$ cat src/rtl/shot_dispatcher.sv
// shot_dispatcher: turns the fire key into one-hot deploy pulses with slot tracking, cooldown and auto-fire
module shot_dispatcher #(
    parameter int NUM_OF_SHOTS    = 8,
    parameter int COOLDOWN_FRAMES = 4,
    parameter int AUTOFIRE_FRAMES = 12,
    parameter int Y_TOP_LIMIT     = -16,
    parameter int X_MAX           = 639
) (
    input  logic                                clk,
    input  logic                                resetN,
    input  logic                                startOfFrame,
    input  logic                                fire,
    input  logic [NUM_OF_SHOTS-1:0]             SingleHitPulse_shots,
    input  logic [NUM_OF_SHOTS-1:0][1:0][10:0]  shotsCoordinates,
    output logic [NUM_OF_SHOTS-1:0]             deploy_shot,
    output logic [NUM_OF_SHOTS-1:0]             shots_busy,
    output logic [3:0]                          shots_in_flight,
    output logic                                fire_ready
);
    typedef enum logic [1:0] {IDLE, ARMED, DEPLOY, COOLDOWN} state_t;

    localparam logic signed [10:0] Y_LIM   = 11'(Y_TOP_LIMIT);
    localparam logic signed [10:0] X_HI    = 11'(X_MAX);
    localparam logic signed [10:0] X_LO    = -11'sd16;
    localparam logic [7:0]         CD_LOAD = 8'(COOLDOWN_FRAMES);
    localparam logic [7:0]         AF_LOAD = 8'(AUTOFIRE_FRAMES);
    localparam logic               AF_EN   = (AUTOFIRE_FRAMES != 0);

    state_t                  state_q;
    logic [NUM_OF_SHOTS-1:0] busy_q, busy_d, grace_q, grace_d, deploy_q, free, pick;
    logic [7:0]              cool_q, af_q;
    logic                    fire_d_q, pend_q, fire_rise, go, auto_arm;

    // slot selection, deploy decision and slot release by collision / position
    always_comb begin
        free      = ~busy_q;
        pick      = free & (~free + NUM_OF_SHOTS'(1));
        fire_rise = fire & ~fire_d_q;
        go        = (state_q == ARMED) && startOfFrame && fire && (|free);
        // arm one frame before the counter expires so the ARMED-sampled frame is the expiry frame
        auto_arm  = AF_EN && fire && (cool_q == 8'd0) && (af_q <= 8'd1);
        busy_d    = busy_q & ~SingleHitPulse_shots;
        grace_d   = grace_q;
        for (int i = 0; i < NUM_OF_SHOTS; i++) begin
            if (startOfFrame && busy_q[i]) begin
                if (grace_q[i])
                    grace_d[i] = 1'b0;
                else if ($signed(shotsCoordinates[i][1]) <= Y_LIM ||
                         $signed(shotsCoordinates[i][0]) > X_HI ||
                         $signed(shotsCoordinates[i][0]) < X_LO)
                    busy_d[i] = 1'b0;
            end
        end
        busy_d  = go ? (busy_d | pick) : busy_d;
        grace_d = go ? (grace_d | pick) : grace_d;
    end

    // launch FSM with frame counters, occupancy and registered deploy pulse
    always_ff @(posedge clk or negedge resetN) begin
        if (!resetN) begin
            state_q  <= IDLE;
            busy_q   <= '0;
            grace_q  <= '0;
            deploy_q <= '0;
            cool_q   <= 8'd0;
            af_q     <= 8'd0;
            fire_d_q <= 1'b0;
            pend_q   <= 1'b0;
        end else begin
            fire_d_q <= fire;
            busy_q   <= busy_d;
            grace_q  <= grace_d;
            deploy_q <= go ? pick : '0;
            if (go) begin
                cool_q <= CD_LOAD;
                af_q   <= AF_LOAD;
            end else begin
                if (startOfFrame && cool_q != 8'd0) cool_q <= cool_q - 8'd1;
                if (startOfFrame && af_q != 8'd0) af_q <= af_q - 8'd1;
            end
            case (state_q)
                IDLE: if (fire_rise || auto_arm) state_q <= ARMED;
                ARMED: if (startOfFrame) state_q <= !fire ? IDLE : (|free) ? DEPLOY : ARMED;
                DEPLOY: begin
                    state_q <= COOLDOWN;
                    pend_q  <= fire_rise;
                end
                COOLDOWN: begin
                    if (fire_rise) pend_q <= 1'b1;
                    if (cool_q == 8'd0) begin
                        state_q <= (pend_q || fire_rise || auto_arm) ? ARMED : IDLE;
                        pend_q  <= 1'b0;
                    end
                end
                default: state_q <= IDLE;
            endcase
        end
    end

    assign deploy_shot     = deploy_q;
    assign shots_busy      = busy_q;
    assign shots_in_flight = 4'($countones(busy_q));
    assign fire_ready      = (cool_q == 8'd0) && (|free);
endmodule

$ cat config.mk
export PLATFORM = sky130hd
export DESIGN_NAME = shot_dispatcher
export DESIGN_NICKNAME = d
export VERILOG_FILES = /design/src/rtl/shot_dispatcher.sv
export SDC_FILE = /design/constraint.sdc
export NUM_CORES = 1
export LEC_CHECK = 0
export CAP_MARGIN = 10
export CORE_UTILIZATION = 34
export DETAILED_ROUTE_END_ITERATION = 12
export PLACE_DENSITY = 0.82
export SLEW_MARGIN = 20
export SYNTH_ARGS = -nofsm -noshare
export SYNTH_HDL_FRONTEND = slang
export SYNTH_SLANG_ARGS = --single-unit
$ cat constraint.sdc
create_clock -name clk -period 4.7 [get_ports clk]
set_input_delay 1.41 -clock clk [delete_from_list [all_inputs] [get_ports clk]]
set_output_delay 1.41 -clock clk [all_outputs]
set_load 0.02 [all_outputs]
======== Word level (Yosys, flattened, before mapping) ========
Cells that the tools add are included.
storage, ports and cells
  register bits ........................... 44
  bits of input ports ..................... 188
  output and inout bits ................... 21
  word-level logic and storage cells ...... 153
cells by class
  add/subtract/negate cells ............... 10
  order comparisons ....................... 25
  equality and inequality tests ........... 7
  mux-type cells .......................... 49
  bitwise gates (word level) .............. 9
  reductions and logical operators ........ 45
operators by type and width
  operator              count
  $gt 11x11->1 const B  8
  $le 11x5->1 const B   8
  $lt 11x5->1 const B   8
  $mux 8                7
  $mux 1                35
  $not 8->8             3
  $logic_or 1x1->1      19
  $and 8x8->8           2
  $logic_and 1x1->1     16
  $or 8x8->8            2
  $reduce_bool 8->1     2
  $sub 8x1->8 const B   2
  $mux 2                5
  $add 1x1->2           4
  $add 8x1->8 const B   1
  $le 8x1->1 const B    1
  $logic_not 8->1       1
  $pmux 2 s4            1
  $reduce_or 8->1       1
  $add 2x2->3           2
  $ne 2x2->1 const B    3
  $reduce_bool 2->1     3
  $add 3x3->4           1
  $eq 2x2->1 const B    2
  other kinds (8)       8

======== Logic depth before layout (Yosys ltp) ========
  depth in word-level cells ............... 8
  gate-level depth with buffers ........... 9
  depth with buffers taken out ............ 9

======== Least setup slack after synthesis ========
No wires, ideal clock.
  kind .................................... register to output
  from .................................... register busy_q[0] (netlist: shots_busy[0])
  to ...................................... output port shots_in_flight[2]
  arrival time ............................ 3.038 ns
  required time ........................... 3.290 ns
  slack ................................... 0.252 ns
  stages on the path, launching flop included .. 10
  buffers on the path ..................... 0
  cells stage by stage .................... dfrtp_1 -> fa_1 -> inv_1 -> fa_1 -> fa_1 -> inv_1 -> ha_1 -> inv_1 -> fa_1 -> xnor2_1
between the ends
  word-level cells in the longest chain between the ends .. 3
ends and longest elaborated chain
  item                               RTL line  RTL
  from (decl)                        30        logic [NUM_OF_SHOTS-1:0] busy_q, busy_d, grace_q, grace_d, deploy_q, free, pick;
  from (signal assigned)             71        busy_q <= busy_d;
  $add 1x1->2 (not written as such)  102       assign shots_in_flight = 4'($countones(busy_q));
  $add 2x2->3 (not written as such)  102
  $add 3x3->4 (not written as such)  102
  to (decl)                          17        output logic [3:0] shots_in_flight,
Every way passes these cells.

======== Worst setup path in the final report ========
  from .................................... register busy_q[0] (netlist: shots_busy[0])
  to ...................................... output port shots_in_flight[0]
Same word-level chain as after synthesis.

==> run_results.csv <==
group,metric,value,unit
synthesis,synth_mux_area_share,1.098,%
clock_tree,cts_root_buf,"clkbuf_8",
synthesis,syn-num-nets,504,
synthesis,synth_fa_ha_area_share,7.502,%
sta,setup_viol,0,
sta,worst_slack,97.63,ps
global_route,grtUsageTotal,21.68,%
placement,gp_congestion,0.8520,
floorplanning,num_rows,32,
floorplanning,ioPinCount,209,
power_and_ir_drop,cellPowerDensity,281.5,nW/um^2
synthesis,synth-simple-area-share,24.20,%
global_route,grt_pass1_wl,14.35,mm
detailed_routing,drc_errors,0,
layout,final_nets,689,
critical_path,cp.required,3290,ps
layout,fillerInstances,704,
critical_path,cp-start-kind,"flip-flop",
synthesis,synth_edf_count,0,
sta,tightest_slew,744.8,ps
detailed_routing,dr.pass1.iters,4,
run,maxCapViolCount,0,
sta,maxSlewViolCount,0,
synthesis,avgSynthCellArea,9.057,um^2
detailed_routing,wl_per_cell,14.83,um
critical_path,path_class,"flip-flop to output pin",
floorplanning,die_x,91.69,um
placement,portBuffers,176,
power_and_ir_drop,leakagePower,0.001991,uW
synthesis,synth_compound_area_share,19.62,%
clock_tree,cts_sinks,44,
global_route,first_global_vias,3104,
floorplanning,core_area,7767,um^2
sta,max_freq,217.3,MHz
sta,fin_skew,6.748,ps
synthesis,yosysTopAreaCell,"dfrtp_1",
detailed_routing,drt_iter0_drc,110,
layout,stdcell_area,4746,um^2
detailed_routing,viasPerCell,5.093,
clock_tree,cts_buffers,5,
synthesis,synthFlopType,"dfrtp_1",
placement,dp.final_hpwl,7.169,mm
sta,fin_tns_setup,0,ps
layout,stdcell_count,591,
layout,area_growth,73.51,%
placement,dp.cells,582,
detailed_routing,ant_nets,0,
synthesis,synth_top_family_by_area,"simple AND/OR/NAND/NOR gates",
synthesis,synth.most_common_cell,"dfrtp_1",
synthesis,ys_seq_elements,44,
clock_tree,hold_buffers,0,
status,status,"complete, no violations",
power_and_ir_drop,clockPowerShare,18.6,%
floorplanning,die_y,91.69,um
layout,final_layout_size_suffix_gt1_share,6.967,%
synthesis,yosys_warnings,0,
synthesis,yosys-top-cells-count,"dfrtp_1, nand2_1, inv_1, nand4_1, nor2_1",
synthesis,synth_cell_types,48,
synthesis,synth-async-reset-ratio,100.0,%
placement,post-place-ws,-45.19,ps
critical_path,setup.worst_path.end_class,"output pin",
synthesis,synth_top_area_share,40.26,%
critical_path,critPathMaxFanout,2,
layout,postLayoutCoreUtil,61.10,%
synthesis,netlist_top_cells_area,"dfrtp_1, nand4_1, ha_1, nand2_1, o21ai_0",
power_and_ir_drop,p_comb_share,39.5,%
power_and_ir_drop,p_sw_share,34.96,%
power_and_ir_drop,seqPwrFrac,42.0,%
sta,min_period,4602,ps
critical_path,rrSetupSlack,2710,ps
synthesis,syn-cell-area,2735,um^2
global_route,antenna_found_initial,0,
detailed_routing,vias,3010,
hold_path,min_path_type,"flip-flop to flip-flop",
clock_tree,path_clk_slew,90,ps
detailed_routing,routed_wl,8.765,mm
power_and_ir_drop,peakVddDrop,0.0001600,V
synthesis,yosysSeqAreaShare,40.26,%
sta,slew_headroom,50.02,%
floorplanning,die-area,8407,um^2
synthesis,synth_xor_area_share,3.202,%
placement,place_area,4649,um^2
clock_tree,htreeDepth,2,
sta,hold_viol_final,0,
sta,min_period_over_period,97.92,%
sta,grt_setup_unrepaired,"yes",
clock_tree,clk_path_buf_depth,2,
clock_tree,clk_latency,290,ps
synthesis,netlist_instances,302,
power_and_ir_drop,internal_power,868.8,uW
clock_tree,cts_tree,"yes",
global_route,grt_overflow_total,0,
power_and_ir_drop,power_switching,466.9,uW
floorplanning,initial_core_util,35.21,%
global_route,grt_max_degree,45,
critical_path,cp.arrival,3190,ps
-- through the flow --
| step | hold WS, ps | total power [uW] |
|---|---|---|
| after CTS | 492.0 | 1344 |
| after global routing | 501.5 | 1432 |
| after floorplan | 450.3 | 843.3 |
| after global placement | 465.6 | 1057 |
| after detailed placement | 466.8 | 1083 |
| final | 491.4 | 1336 |
-- worst paths after layout --
check / startpoint / to / cells past startpoint
max reg2reg: cool_q[0] / state_q[0] / 6
min reg2reg: grace_q[6] / grace_q[6] / 1
max in group asynchronous: resetN / af_q[3] / 1
max: shots_busy[0] / shots_in_flight[0] / 7
min in group asynchronous: resetN / shots_busy[7] / 1
min: grace_q[6] / grace_q[6] / 1
-- layer usage --
metal	wire [um]	GRT usage (%)	vias to the layer above	part of all wire, %
met5	0	0	-	0
met4	125	5.208	0	1.4
met3	706	5.224	9	8.1
met2	4363	38.10	115	50
met1	3569	26.81	1409	41
li1	-	-	1477	-
-- critical path, cell delays in order, from the launching register on --
cell and delay (ps):
dfrtp_1 400, fa_1 530, inv_1 50, fa_1 450, fa_1 490, inv_1 40
ha_2 340, clkdlybuf4s50_1 600
-- power by group through the flow --
stage / clock network (uW) / registers, uW / logic (uW)
final: 248 / 561 / 527
after global placement: 0 / 560 / 497
after floorplan: 0 / 550 / 293
after CTS: 258 / 559 / 527
after detailed placement: 0 / 563 / 520
after global routing: 271 / 576 / 586
-- layout make-up --
type | instances | area (um^2) | area share [%]
flip-flops and latches | 44 | 1101 | 23.20
diodes | 1 | 2.502 | 0.05273
well taps | 102 | 127.6 | 2.689
clock inverters | 2 | 10.01 | 0.2109
clock buffers | 6 | 82.58 | 1.740
inverters | 24 | 90.09 | 1.898
repair buffers | 183 | 1805 | 38.04
multi-input cells | 229 | 1526 | 32.16
-- cell families (layout without fill, tap and decap cells) --
kind of cell	Yosys count	count (layout)
xor+xnor	10	10
mux	3	3
other cells	0	1
simple gates	123	123
buf+inv	29	215
fa+ha+maj	14	14
compound gates	79	79
flops	44	44
-- repair_timing --
item                       4_1_cts  5_1_grt
setup endpoints to repair        3        2
buffers inserted                 0        0
pin swaps                        0        1
resized for setup                9        5
-- state kept, by name, indices dropped and copies added, names as in the netlist, named ones only --
name / cells
fire_d_q: 1
cool_q: 8
pend_q: 1
af_q: 8
shots_busy: 8
state_q: 1
grace_q: 8
deploy_shot: 8
-- cells in the final DEF (no fill, tap or decap), drive strengths merged, types with 2 or more instances in the layout --
cell type      synthesis  final
a211o                  4      4
a211oi                 2      2
a21o                   7      7
a21oi                  7      7
a311oi                 8      8
a31o                   2      2
a31oi                  3      3
and2                   2      2
buf                    3     10
clkbuf                 2      6
clkdlybuf4s50          0    172
clkinv                 1      3
dfrtp                 44     44
fa                     4      4
ha                    10     10
inv                   23     23
mux2i                  3      3
nand2                 30     30
nand2b                 7      7
nand3                  7      7
nand4                 21     21
nor2                  21     21
nor2b                  2      2
nor3                   4      4
nor3b                  2      2
nor4                  10     10
o211ai                 4      4
o21a                   4      4
o21ai                 21     21
o22ai                  5      5
o31ai                  9      9
or2                    9      9
xnor2                  6      6
xor2                   4      4
Note: power is estimated with default switching activity, not from simulation.
